## config.mk

```make
export PLATFORM = sky130hd
export DESIGN_NAME = sample_rd_addr_flat
export DESIGN_NICKNAME = d
export VERILOG_FILES = /design/src/rtl/sample_rd_addr_pkg.sv /design/src/rtl/sample_rd_addr_if.sv /design/src/rtl/sample_rd_addr_rd_skid_fifo.sv /design/src/rtl/sample_rd_addr.sv /design/src/flat_wrapper.sv
export SDC_FILE = /design/constraint.sdc
export NUM_CORES = 1
export LEC_CHECK = 0
export CORE_UTILIZATION = 48
export DETAILED_ROUTE_END_ITERATION = 16
export PLACE_DENSITY_LB_ADDON = 0.1
export SLEW_MARGIN = 0
export SYNTH_ARGS = -nofsm -noshare
export SYNTH_HDL_FRONTEND = slang
export SYNTH_SLANG_ARGS = --single-unit
```

## constraint.sdc

```tcl
create_clock -name clk -period 4.3 [get_ports clk]
set_input_delay 0.645 -clock clk [delete_from_list [all_inputs] [get_ports clk]]
set_output_delay 0.645 -clock clk [all_outputs]
set_load 0.1 [all_outputs]
```

## src/rtl/sample_rd_addr_pkg.sv

```systemverilog
// Shared definitions for the sample-memory address sequencers (read and write side).
// Holds default geometry and the read sequencer state encoding.
package sample_rd_addr_pkg;

    localparam int BIT_ADDR = 9;
    localparam int BIT_DATA = 16;

    typedef enum logic [1:0] {
        ST_IDLE  = 2'd0,
        ST_RUN   = 2'd1,
        ST_DRAIN = 2'd2
    } rd_state_t;

endpackage

```

## src/rtl/sample_rd_addr_if.sv

```systemverilog
// Control, RAM read port and output stream of the read sequencer.
// slave = sequencer side, master = requester / RAM / downstream side.
interface sample_rd_addr_if
    import sample_rd_addr_pkg::*;
#(
    parameter int bit_addr = BIT_ADDR,
    parameter int bit_data = BIT_DATA
) ();

    logic                start;
    logic                abort;
    logic [bit_addr-1:0] base;
    logic [bit_addr:0]   len;
    logic                busy;
    logic                rd_en;
    logic [bit_addr-1:0] rd_addr;
    logic [bit_data-1:0] rd_data;
    logic                out_valid;
    logic [bit_data-1:0] out_data;
    logic                out_last;
    logic                out_ready;
    logic                done;

    modport slave (
        input  start, abort, base, len, rd_data, out_ready,
        output busy, rd_en, rd_addr, out_valid, out_data, out_last, done
    );

    modport master (
        output start, abort, base, len, rd_data, out_ready,
        input  busy, rd_en, rd_addr, out_valid, out_data, out_last, done
    );

endinterface

```

## src/rtl/sample_rd_addr_rd_skid_fifo.sv

```systemverilog
// 2-entry skid FIFO for returned RAM words; head visible in the cycle after the push.
// No internal backpressure: the caller guarantees no push when full and no pop when empty.
module rd_skid_fifo #(
    parameter int width = 17
) (
    input  logic             clk,
    input  logic             clr_n,
    input  logic             i_push,
    input  logic [width-1:0] i_push_dat,
    input  logic             i_pop,
    input  logic             i_flush,
    output logic [1:0]       o_count,
    output logic [width-1:0] o_head_dat
);

    logic [width-1:0] r_mem [2];
    logic             r_wr_ptr;
    logic             r_rd_ptr;
    logic [1:0]       r_count;

    always_ff @(posedge clk or negedge clr_n) begin
        if (!clr_n) begin
            r_mem[0] <= '0;
            r_mem[1] <= '0;
            r_wr_ptr <= 1'b0;
            r_rd_ptr <= 1'b0;
            r_count  <= 2'd0;
        end else if (i_flush) begin
            r_wr_ptr <= 1'b0;
            r_rd_ptr <= 1'b0;
            r_count  <= 2'd0;
        end else begin
            if (i_push) begin
                r_mem[r_wr_ptr] <= i_push_dat;
                r_wr_ptr        <= ~r_wr_ptr;
            end
            if (i_pop) begin
                r_rd_ptr <= ~r_rd_ptr;
            end
            r_count <= r_count + {1'b0, i_push} - {1'b0, i_pop};
        end
    end

    assign o_count    = r_count;
    assign o_head_dat = r_mem[r_rd_ptr];

endmodule

```

## src/rtl/sample_rd_addr.sv

```systemverilog
// Streams len words from base (wrapping) out of a 1-cycle-latency RAM onto a valid/ready stream.
// First word valid 3 cycles after start; reads are throttled so returned words always fit the skid FIFO.
module sample_rd_addr
    import sample_rd_addr_pkg::*;
#(
    parameter int bit_addr = BIT_ADDR,
    parameter int bit_data = BIT_DATA
) (
    input  logic             clk,
    input  logic             clr_n,
    sample_rd_addr_if.slave  bus
);

    localparam logic [bit_addr-1:0] ADDR_ONE = 1;
    localparam logic [bit_addr:0]   REM_ONE  = 1;

    rd_state_t           r_state;
    logic [bit_addr-1:0] r_addr;
    logic [bit_addr:0]   r_remain;
    logic                r_inflight;
    logic                r_inflight_last;
    logic                r_zero_done;

    logic [1:0]          w_count;
    logic [bit_data:0]   w_head;
    logic [2:0]          w_occ;
    logic                w_valid;
    logic                w_pop;
    logic                w_credit;
    logic                w_issue;
    logic                w_drain_done;

    assign w_valid = (w_count != 2'd0);
    assign w_pop   = w_valid & bus.out_ready;

    // A word leaving the FIFO this cycle frees its slot for the read issued now,
    // which is what allows one word per cycle with only two entries.
    assign w_occ        = {1'b0, w_count} + {2'b0, r_inflight};
    assign w_credit     = (w_occ < (3'd2 + {2'b0, w_pop}));
    assign w_issue      = (r_state == ST_RUN) && (r_remain != '0) && w_credit && !bus.abort;
    assign w_drain_done = (r_state == ST_DRAIN) && !w_valid && !r_inflight && !bus.abort;

    always_ff @(posedge clk or negedge clr_n) begin
        if (!clr_n) begin
            r_state         <= ST_IDLE;
            r_addr          <= '0;
            r_remain        <= '0;
            r_inflight      <= 1'b0;
            r_inflight_last <= 1'b0;
            r_zero_done     <= 1'b0;
        end else begin
            r_zero_done     <= 1'b0;
            r_inflight      <= w_issue;
            r_inflight_last <= w_issue && (r_remain == REM_ONE);
            if (bus.abort) begin
                r_state <= ST_IDLE;
            end else begin
                case (r_state)
                    ST_IDLE: begin
                        if (bus.start) begin
                            if (bus.len != '0) begin
                                r_addr   <= bus.base;
                                r_remain <= bus.len;
                                r_state  <= ST_RUN;
                            end else begin
                                r_zero_done <= 1'b1;
                            end
                        end
                    end
                    ST_RUN: begin
                        if (w_issue) begin
                            r_addr   <= r_addr + ADDR_ONE;
                            r_remain <= r_remain - REM_ONE;
                            if (r_remain == REM_ONE) begin
                                r_state <= ST_DRAIN;
                            end
                        end
                    end
                    ST_DRAIN: begin
                        if (w_drain_done) begin
                            r_state <= ST_IDLE;
                        end
                    end
                    default: r_state <= ST_IDLE;
                endcase
            end
        end
    end

    // Abort flushes the FIFO; a read returning in the abort cycle is dropped by the flush.
    rd_skid_fifo #(
        .width (bit_data + 1)
    ) u_fifo (
        .clk        (clk),
        .clr_n      (clr_n),
        .i_push     (r_inflight),
        .i_push_dat ({r_inflight_last, bus.rd_data}),
        .i_pop      (w_pop),
        .i_flush    (bus.abort),
        .o_count    (w_count),
        .o_head_dat (w_head)
    );

    assign bus.busy      = (r_state != ST_IDLE);
    assign bus.rd_en     = w_issue;
    assign bus.rd_addr   = r_addr;
    assign bus.out_valid = w_valid;
    assign bus.out_data  = w_head[bit_data-1:0];
    assign bus.out_last  = w_valid & w_head[bit_data];
    assign bus.done      = r_zero_done | w_drain_done;

endmodule
```

## src/flat_wrapper.sv

```systemverilog
// flat-port wrapper written by rule: the top's interface ports become plain ports
module sample_rd_addr_flat import sample_rd_addr_pkg::*;
#(
    parameter int bit_addr = BIT_ADDR,
    parameter int bit_data = BIT_DATA
)
  (clk, clr_n, bus_start, bus_abort, bus_base, bus_len, bus_rd_data, bus_out_ready, bus_busy, bus_rd_en, bus_rd_addr, bus_out_valid, bus_out_data, bus_out_last, bus_done);
  sample_rd_addr_if #(.bit_addr(bit_addr), .bit_data(bit_data)) bus_i ();
  input  logic clk;
  input  logic clr_n;
  input wire logic [$bits(bus_i.start)-1:0] bus_start;
  input wire logic [$bits(bus_i.abort)-1:0] bus_abort;
  input wire logic [$bits(bus_i.base)-1:0] bus_base;
  input wire logic [$bits(bus_i.len)-1:0] bus_len;
  input wire logic [$bits(bus_i.rd_data)-1:0] bus_rd_data;
  input wire logic [$bits(bus_i.out_ready)-1:0] bus_out_ready;
  output wire logic [$bits(bus_i.busy)-1:0] bus_busy;
  output wire logic [$bits(bus_i.rd_en)-1:0] bus_rd_en;
  output wire logic [$bits(bus_i.rd_addr)-1:0] bus_rd_addr;
  output wire logic [$bits(bus_i.out_valid)-1:0] bus_out_valid;
  output wire logic [$bits(bus_i.out_data)-1:0] bus_out_data;
  output wire logic [$bits(bus_i.out_last)-1:0] bus_out_last;
  output wire logic [$bits(bus_i.done)-1:0] bus_done;
  assign bus_i.start = bus_start;
  assign bus_i.abort = bus_abort;
  assign bus_i.base = bus_base;
  assign bus_i.len = bus_len;
  assign bus_i.rd_data = bus_rd_data;
  assign bus_i.out_ready = bus_out_ready;
  assign bus_busy = bus_i.busy;
  assign bus_rd_en = bus_i.rd_en;
  assign bus_rd_addr = bus_i.rd_addr;
  assign bus_out_valid = bus_i.out_valid;
  assign bus_out_data = bus_i.out_data;
  assign bus_out_last = bus_i.out_last;
  assign bus_done = bus_i.done;
  sample_rd_addr #(.bit_addr(bit_addr), .bit_data(bit_data)) u_core (.clk(clk), .clr_n(clr_n), .bus(bus_i));
endmodule
```

==> results.md <==
- Total die area: 0.00727 mm^2
- Initial DRC count: roughly 120
- Vias in the first global route: around 2.7k
- Residual DRC: 0
- GRT Residual Overflow: 0
- Post-CTS Setup Inserts: 0
- Switch share: between 40% and 50%
- Final period utilization: between 70% and 80%
- Clock root cell: clkbuf_8
- Die W: 85.3 um
- Internal reg-to-reg setup slack: 2200 ps
- CTS resizes: 0
- Yosys warning count: 0
- Critical path arrival: about 2600 ps
- Peak supply drop: around 0.00045 V
- Synthesized area: between 0.003 and 0.004 mm^2
- Internal power: 1.58 mW
- Setup crit end kind: output port
- Post-synth EDFFs: 0
- Pwr Total: around 3.2 mW
- CP max stage cell: clkdlybuf4s50_1
- Initial antenna violation count: 0
- Top delay family on crit path: buffers and inverters
- Diodes inserted: 0
- Min Tclk post-route: 3280 ps
- Cell chain of the critical path: mux2_2 > clkdlybuf4s50_1
- Hold slack: ~460 ps
- Max Root-Sink Buffers: 2
- #FFs+latches synth: 62
- Worst slew margin: between 30% and 40%
- Crit Path Category: register to output port
- Leading area contributor after synthesis: dfrtp_1
- CTS buffer count: 9
- CP Buf/Inv Count: 1
- R2R cell count: 6
- Crit path largest cell delay: 1130 ps
- Max Cap Viol: 0
- Worst slew pin tran: about 990 ps
- Async S/R FF share, synth: 100%
- Peak Freq: a little over 300 MHz
- Final WL: 7.69 mm
- Gate power share: a little over half
- Worst Path Required: ~3700 ps
- Worst setup SP type: register
- Clock slew at reported path FFs: around 60 ps
- H-Tree Depth: 3
- Final setup TNS: 0 ps
- Avg Inst Size Synth: approximately 11 um^2
- Max-slew violations: 0
- Synth top area share: 46.6%
- Reg-to-reg endpoint: u_core.bus.rd_addr[8]
- Synth top area cells: dfrtp_1, mux2_2, ha_1, nor2_1, nand2_1
- Fillers: about 530
- Syn Nets: between 300 and 400
- First-pass GRT wire length: roughly 13 mm
- Yosys cell types: between 60 and 70
- Part of the power in registers: between 20 and 30%
- LEAKAGE: ~1.9 nW
- Num rows: 29
- Largest net degree at the start of global routing: 42
- Post-cts hold buffer count: 0
- Seq/Total Area, Yosys: 46.6%
- Power per cell area: 741 mW/mm^2
- Area delta synth->final: 28.2%
- Fin worst setup slack: approximately 1000 ps
- IO Pins: 70
- RSZ-0062 raised after global routing: no
- Routed vias/inst: 5.96
- Initial DRT Pass Iterations: 4
- Worst skew pair latency: 330 ps
- Final Setup Violations: 0
- GP Congestion: roughly 0.96
- Clock share of power: between 15 and 20%
- Vias: about 2.7k
- Status: completed
- Core area: 0.00653 mm^2
- IO buf count: 69
- DP Worst Slack: 1190 ps
- Sw power: 1.58 mW
- CTS Sinks: 62
- GRT Util Overall: a little under a quarter
- CTS tree: done
- Layout cells sized above 1: between 20% and 30%
- Initial core utilization: between 50% and 60%
- Post-DP HPWL: ~5.4 mm
- CP Max Fanout: 18
- Routed Antenna Nets: 0
- Final net count: 414
- R2r startpoint: u_core.r_inflight
- WL/cell: about 17 um
- Gate count after technology mapping: about 300
- Worst hold path class: primary input to async pin
- Clock Skew: between 4 and 5 ps
- Die Ht: about 85 um
- Fin. Hold Viols: 0
- Main flop type after synthesis: dfrtp_1
-- layout make-up --
cell class | instances | area, um^2 | area share, %
clock inverters | 5 | 75.1 | 1.76
well taps | 77 | 96.3 | 2.26
multi-input cells | 206 | 1660 | 38.8
flip-flops and latches | 62 | 1550 | 36.4
clock buffers | 10 | 128 | 2.99
inverters | 15 | 56.3 | 1.32
repair buffers | 72 | 703 | 16.5
-- synth_stat cells, types with 4 or more instances --
library cell and count:
nand2_1 15, nor2_1 17, o211ai_1 4, a21oi_1 9, mux2_2 47, nand3_1 10, nand4_1 5, inv_1 13
nor3_1 6, a31oi_1 6, o21ai_1 5, nor4_1 4, ha_1 8, buf_2 6, and3_1 7, dfrtp_1 62
-- flip-flops by register name (all words and copies together), names as in the netlist --
register                cells
u_core.u_fifo.r_wr_ptr      1
u_core.r_zero_done          1
u_core.r_inflight           1
u_core.r_state              2
u_core.r_remain            10
u_core.u_fifo.r_rd_ptr      1
u_core.u_fifo.o_count       2
u_core.u_fifo.r_mem        34
u_core.bus.rd_addr          9
u_core.r_inflight_last      1
-- placed cells by master (no fill, tap or decap), types with 4 or more instances in the layout --
master / netlist / final
and3_1: 7 / 7
nand4_1: 5 / 5
ha_1: 8 / 8
mux2_2: 47 / 47
clkbuf_8: 0 / 9
o21ai_1: 5 / 5
o211ai_1: 4 / 4
buf_4: 1 / 5
a31oi_1: 6 / 6
dfrtp_1: 62 / 62
nor4_1: 4 / 4
nor3_1: 6 / 6
nand2_1: 15 / 15
inv_1: 13 / 13
a21oi_1: 9 / 9
nor2_1: 17 / 17
clkdlybuf4s50_1: 0 / 66
nand3_1: 10 / 10
-- layer usage --
layer / part of all wire, % / wire, um / global-route usage, % / vias up
li1: - / - / - / 1245
met1: 43 / 3280 / 29.5 / 1329
met2: 50 / 3840 / 38.3 / 78
met3: 5.3 / 405 / 3.89 / 11
met4: 2.1 / 160 / 10.8 / 0
met5: 0 / 0 / 0 / -
-- power groups by stage --
stage | clock, mW | sequential [mW] | combinational [mW]
final | 0.534 | 0.905 | 1.72
after global routing | 0.572 | 0.930 | 1.80
after CTS | 0.550 | 0.906 | 1.73
after detailed placement | 0 | 0.916 | 1.73
after global placement | 0 | 0.905 | 1.71
after floorplan | 0 | 1.04 | 1.21
-- kinds of logic after synthesis --
group	synth area share [%]
simple gates	15.6
flops	46.6
compound gates	12.9
mux	17.2
buf+inv	3.61
fa+ha+maj	3.01
xor+xnor	1.05
-- worst max path at each step --
stage / depth (start not counted) / end / start
floorplan: 4 / bus_out_last / u_core.u_fifo.r_rd_ptr
global placement: 5 / bus_rd_en / bus_abort
detailed placement: 5 / bus_rd_en / bus_abort
CTS: 2 / bus_out_data[8] / u_core.u_fifo.r_rd_ptr
global route: 3 / bus_out_last / u_core.u_fifo.r_rd_ptr
finish: 2 / bus_out_data[8] / u_core.u_fifo.r_rd_ptr
-- stage by stage --
stage	std cells	area, um^2	util [%]
after detailed placement	432	4060	62.2
after CTS	447	4270	65.3
after floorplan	295	3330	-
after global routing	447	4270	65.3
final	447	4270	65.3
after global placement	432	4060	62.2
Power figures use the tool's default switching activity.
